`config.mk`:
```
export PLATFORM = sky130hd
export DESIGN_NAME = vga_update_ctrl
export DESIGN_NICKNAME = d
export VERILOG_FILES = /design/src/rtl/vga_update_ctrl.sv
export SDC_FILE = /design/constraint.sdc
export NUM_CORES = 1
export LEC_CHECK = 0
export ABC_AREA = 1
export BUFFER_PORTS_ARGS = -buffer_cell sky130_fd_sc_hd__buf_2
export CELL_PAD_IN_SITES_DETAIL_PLACEMENT = 1
export CELL_PAD_IN_SITES_GLOBAL_PLACEMENT = 1
export CORE_UTILIZATION = 34
export CTS_CLUSTER_SIZE = 16
export DETAILED_ROUTE_END_ITERATION = 7
export HOLD_SLACK_MARGIN = 0.15
export PLACE_DENSITY = 0.77
export SYNTH_ARGS = -nofsm -noshare
export SYNTH_HDL_FRONTEND = slang
export SYNTH_SLANG_ARGS = --single-unit
export TNS_END_PERCENT = 1
```
`constraint.sdc`:
```
create_clock -name pixClk -period 1.7 [get_ports pixClk]
set_input_delay 0.34 -clock pixClk [delete_from_list [all_inputs] [get_ports pixClk]]
set_output_delay 0.34 -clock pixClk [all_outputs]
set_load 0.1 [all_outputs]
```
`src/rtl/vga_update_ctrl.sv`:
```
// vga_update_ctrl
//   Frame-synchronous update controller between the digit sources and the
//   video generator. It arbitrates round-robin between two requesters
//   (0 = keypad decoder, 1 = host/SPI) and holds one accepted update. That
//   update is committed only at the start of vertical blanking, and only
//   after a minimum number of frames since the previous commit. The block
//   also owns the LFSR that picks the text string for each new digit.
//
// Ports
//   pixClk     pixel clock
//   reset      asynchronous, active-high
//   x, y       pixel / line counters from the VGA driver
//   reqValid   per-requester update request
//   reqDigit0  digit from requester 0
//   reqDigit1  digit from requester 1
//   reqEn      per-requester digit-enable value
//   reqReady   per-requester accept (combinational, held low in reset)
//   digit      committed digit
//   digitEn    committed enable
//   txtSelect  text string index (0 while the digit is disabled)
//   busy       an update is pending
//   commit     one-cycle pulse on each commit
module vga_update_ctrl #(
  parameter int         V_AV        = 480,
  parameter int         HOLD_FRAMES = 2,
  parameter logic [4:0] LFSR_SEED   = 5'h03,
  parameter int         OPTIONS     = 10
) (
  input  logic       pixClk,
  input  logic       reset,
  input  logic [9:0] x,
  input  logic [9:0] y,
  input  logic [1:0] reqValid,
  input  logic [3:0] reqDigit0,
  input  logic [3:0] reqDigit1,
  input  logic [1:0] reqEn,
  output logic [1:0] reqReady,
  output logic [3:0] digit,
  output logic       digitEn,
  output logic [3:0] txtSelect,
  output logic       busy,
  output logic       commit
);

  localparam logic [0:0] IDLE    = 1'b0;
  localparam logic [0:0] PENDING = 1'b1;

  localparam logic [3:0] HOLD_RELOAD = 4'(HOLD_FRAMES - 1);
  localparam logic [3:0] TXT_MAX     = 4'(OPTIONS - 1);
  localparam logic [9:0] VBLANK_LINE = 10'(V_AV);

  logic [0:0] state;
  logic [3:0] holdCnt;
  logic [3:0] pendDigit;
  logic       pendEn;
  logic       lastGrant;
  logic [4:0] q;

  logic       vblankStart;
  logic [1:0] grant;
  logic       doCommit;
  logic       lfsrAdvance;

  assign vblankStart = (x == 10'd0) && (y == VBLANK_LINE);

  // On a tie, the requester that was not granted last time wins.
  always_comb begin
    grant = '0;
    if (state == IDLE) begin
      if (reqValid == 2'b11) grant = lastGrant ? 2'b01 : 2'b10;
      else                   grant = reqValid;
    end
  end

  assign reqReady = reset ? '0 : grant;
  assign busy     = (state == PENDING);
  assign doCommit = (state == PENDING) && vblankStart && (holdCnt == '0);

  // A new text string is only drawn when a visible digit actually changes.
  assign lfsrAdvance = pendEn && ((pendDigit != digit) || !digitEn);

  assign txtSelect = !digitEn ? 4'd0 :
                     ((q[3:0] != 4'd0) && (q[3:0] <= TXT_MAX)) ? q[3:0] : 4'd1;

  always_ff @(posedge pixClk or posedge reset) begin
    if (reset) begin
      state     <= IDLE;
      holdCnt   <= '0;
      pendDigit <= '0;
      pendEn    <= 1'b0;
      lastGrant <= 1'b1;
      q         <= LFSR_SEED;
      digit     <= '0;
      digitEn   <= 1'b0;
      commit    <= 1'b0;
    end else begin
      commit <= 1'b0;

      if (doCommit) begin
        holdCnt <= HOLD_RELOAD;
      end else if (vblankStart && (holdCnt != '0)) begin
        holdCnt <= holdCnt - 4'd1;
      end

      case (state)
        IDLE: begin
          if (grant != '0) begin
            pendDigit <= grant[1] ? reqDigit1 : reqDigit0;
            pendEn    <= grant[1] ? reqEn[1]  : reqEn[0];
            lastGrant <= grant[1];
            state     <= PENDING;
          end
        end
        default: begin
          if (doCommit) begin
            digit   <= pendDigit;
            digitEn <= pendEn;
            commit  <= 1'b1;
            if (lfsrAdvance) q <= {q[3:0], q[4] ^ q[2]};
            state   <= IDLE;
          end
        end
      endcase
    end
  end

endmodule

```
==> impl_metrics.py <==
metrics = {
    "status": {
        "status": "finished with violations",
        "violations": "negative setup slack",
    },
    "synth": {
        "avgSynthCellArea_sq_um": 7.31,
        "netlist-cell-type-count": 26,
        "synth_nets": 211,
        "yosys.area_share.simple_pct": 35.2,
        "synth-xor-area-share_pct": 1.37,
        "yosys.area.top_type": "dfrtp_1",
        "synth_cells": 175,
        "synth_compound_area_share_pct": 7.82,
        "synth_seq_area_share_pct": 43.3,
        "ys_warn_count": 0,
        "synth_area_leaders": "dfrtp_1 (37%), nand2_1 (14%), inv_1 (7.9%)",
        "ys_ff_latch": 22,
        "syn_area_sq_um": 1280,
        "synth_top_area_share_pct": 37.1,
        "synthAdderAreaFrac_pct": 1.96,
        "muxShareOfSynthArea_pct": 0,
        "synth_top_family_by_area": "simple AND/OR/NAND/NOR gates",
    },
    "power_and_ir_drop": {
        "p_per_area_nw_per_um2": 527,
        "p_clk_share_pct": 37.0,
        "swShare_pct": 22.1,
        "power_leakage_nw": 0.972,
        "pwr-share-comb_pct": 9.4,
        "p_seq_share_pct": 53.6,
        "p_int_uw": 784,
        "switching_power_uw": 222,
        "peakVddDrop_v": 0.000309,
    },
    "floorplan": {
        "fp.dieArea_sq_um": 4010,
        "std_cell_rows": 21,
        "initial_core_util_pct": 36.9,
        "pin_count": 47,
        "die_h_um": 63.4,
        "fp.dieW_um": 63.4,
        "core_sq_um": 3470,
    },
    "clock_tree": {
        "cts_max_level": 1,
        "cts-buffers-inserted": 3,
        "clk-insertion-delay-late_ns": 0.26,
        "clock_sinks": 22,
        "clockBufferDepth": 2,
        "clkTransAtPathRegs_ns": 0.08,
        "root_buffer": "clkbuf_8",
        "hold_buffers": 0,
        "cts_tree": "yes",
    },
    "drt": {
        "drtIter0Drc": 24,
        "wl_met3_um": 235,
        "viasPerCell": 4.79,
        "dr_wl_met2_um": 2030,
        "ant_nets": 0,
        "dr_total_vias": 1351,
        "drc_errors": 0,
        "dr.pass1.iters": 4,
        "drt-wirelength-per-cell_um": 13.2,
        "dr.max_layer_used": "met4",
        "wl_um": 3730,
        "wl_met1_um": 1430,
    },
    "sta": {
        "max_freq_ghz": 0.529,
        "tightest_slew_ns": 0.487,
        "final_hold_viol_count": 0,
        "clock-skew-final_ns": 0.00271,
        "setup_viol": 3,
        "slew_headroom_pct": 67.7,
        "post-route-period-util_pct": 111,
        "setup_ws_ns": -0.190,
        "drv_slew": 0,
        "layout_min_cycle_time_ns": 1.89,
        "rsz0062_at_grt": "yes",
    },
    "finish": {
        "drive_above_1_share_pct": 39.8,
        "postLayoutCoreUtil_pct": 55.0,
        "area_growth_pct": 49.1,
        "layout.nets": 273,
        "diodes": 0,
    },
    "place": {
        "place.gp.congestion": 0.814,
        "port_buffers": 46,
        "place_ws_ns": 0.0298,
        "hpwl_um": 2900,
    },
    "critical_path": {
        "critPathKind": "flip-flop to output port",
        "crit_arrival_ns": 1.55,
        "cp_max_fo": 5,
        "slowest_delay_ns": 0.63,
        "worstSetupEndpointType": "output port",
        "critPathBufInv": 2,
        "critPathSlowestCell": "dfstp_2",
        "required_ns": 1.36,
        "crit_family": "flip-flops",
        "cp_cell_sequence": "o31ai_4 -> buf_4 -> nor3b_4 -> buf_12",
        "startpoint_type": "flip-flop",
    },
    "global_route": {
        "grt-ovfl-total": 0,
        "grt_pass1_wl_um": 6340,
        "grt_max_degree": 23,
        "gr-usage-all-layers_pct": 20.2,
        "grt_antenna_before_repair": 0,
        "grt_pass1_vias": 1445,
    },
    "flow_run": {
        "cap_viol_max_count": 0,
    },
    "min_path": {
        "hold_class": "input pin to async pin",
    },
}
-- flip-flops by register name, summed over array words and instances (netlist names) --
signal and flops:
pendDigit 4, digit 4, q 5, lastGrant 1, pendEn 1, digitEn 1
holdCnt 4, busy 1, commit 1
-- worst min-delay path, cell delays in order --
cell and delay [ns]:
buf_2 0.14, inv_1 0.06, buf_4 0.27
-- repair_timing --
action / 4_1_cts / 5_1_grt
endpoints found under the setup margin: 5 / 12
hold endpoints to repair: 0 / 0
setup buffers: 2 / 3
resized for setup: 8 / 8
pin swaps: 1 / 3
-- final timing paths --
| kind | endpoint | slack [ns] | from | cells after the start |
|---|---|---|---|---|
| max in group asynchronous | q[0]$_DFFE_PP1P_ | 1.27 | reset | 3 |
| worst min-delay path | pendDigit[3]$_DFFE_PP0P_ | 0.16 | reset | 3 |
| min in group pixClk | pendEn$_DFFE_PP0P_ | 0.30 | reqEn[1] | 3 |
| worst min register to register | q[0]$_DFFE_PP1P_ | 0.52 | q[0]$_DFFE_PP1P_ | 2 |
| worst max register to register | q[3]$_DFFE_PP0P_ | 0.10 | holdCnt[1]$_DFFE_PP0P_ | 11 |
| worst max-delay path | txtSelect[1] | -0.19 | q[1]$_DFFE_PP1P_ | 4 |
-- power groups by stage --
stage | Sequential, mW | Clock [mW] | Combinational [mW]
finish | 0.539 | 0.372 | 0.0944
global placement | 0.549 | 0 | 0.0881
detailed placement | 0.550 | 0 | 0.0937
global route | 0.541 | 0.414 | 0.109
floorplan | 0.546 | 0 | 0.0417
CTS | 0.539 | 0.384 | 0.0948
-- layer usage --
metal / global-route usage, % / vias to the layer above
met5: 0 / -
met3: 3.99 / 6
met2: 38.0 / 54
li1: - / 672
met1: 21.7 / 619
met4: 7.67 / 0
-- placed cells by master (no fill, tap or decap), drive strengths merged, types with 2 or more instances in the layout --
cell type / instances
buf: 59
nand2: 48
inv: 31
nor2: 28
dfrtp: 19
nand3: 12
o21ai: 10
nand4: 7
o211ai: 4
clkbuf: 4
dfstp: 3
nor3: 2
ha: 2
-- logic make-up (layout without fill, tap and decap cells) --
| group | count (synthesis) | count (layout) |
|---|---|---|
| AO/OA/AOI/OAI | 17 | 17 |
| XOR/XNOR | 2 | 2 |
| adder cells (fa/ha/maj) | 2 | 2 |
| buffers and inverters | 33 | 94 |
| flip-flops | 22 | 22 |
| AND/OR/NAND/NOR | 99 | 99 |
-- stage by stage --
stage	std cells	total power [mW]	hold WS (ns)	cell area (sq um)	setup TNS, ns
after floorplan	175	0.588	0.327	1340	-3.81
after global placement	273	0.637	0.442	1770	0
after detailed placement	273	0.643	0.451	1770	0
after CTS	279	1.02	0.165	1860	-0.321
after global routing	282	1.06	0.178	1910	-0.631
final	282	1.01	0.155	1910	-0.398
-- area by class of cell --
type	instances	area [sq um]
inverters	31	116
repair buffers	59	430
multi-input cells	120	688
clock buffers	4	55.1
well taps	46	57.6
fillers	456	1560
flip-flops and latches	22	561
-- Yosys cell counts --
| library cell | instances |
|---|---|
| a21oi_1 | 1 |
| buf_6 | 1 |
| clkbuf_2 | 1 |
| dfrtp_1 | 19 |
| dfstp_2 | 3 |
| ha_1 | 2 |
| inv_1 | 27 |
| inv_2 | 4 |
| nand2_1 | 47 |
| nand2_4 | 1 |
| nand3_1 | 11 |
| nand3_2 | 1 |
| nand4_1 | 7 |
| nor2_1 | 24 |
| nor2_2 | 1 |
| nor2_4 | 3 |
| nor3_1 | 2 |
| nor3b_1 | 1 |
| nor4_1 | 1 |
| o211ai_1 | 4 |
| o21ai_0 | 8 |
| o21ai_1 | 2 |
| o21bai_1 | 1 |
| o31ai_1 | 1 |
| xnor2_1 | 1 |
| xor2_1 | 1 |
Power figures use the tool's default switching activity.
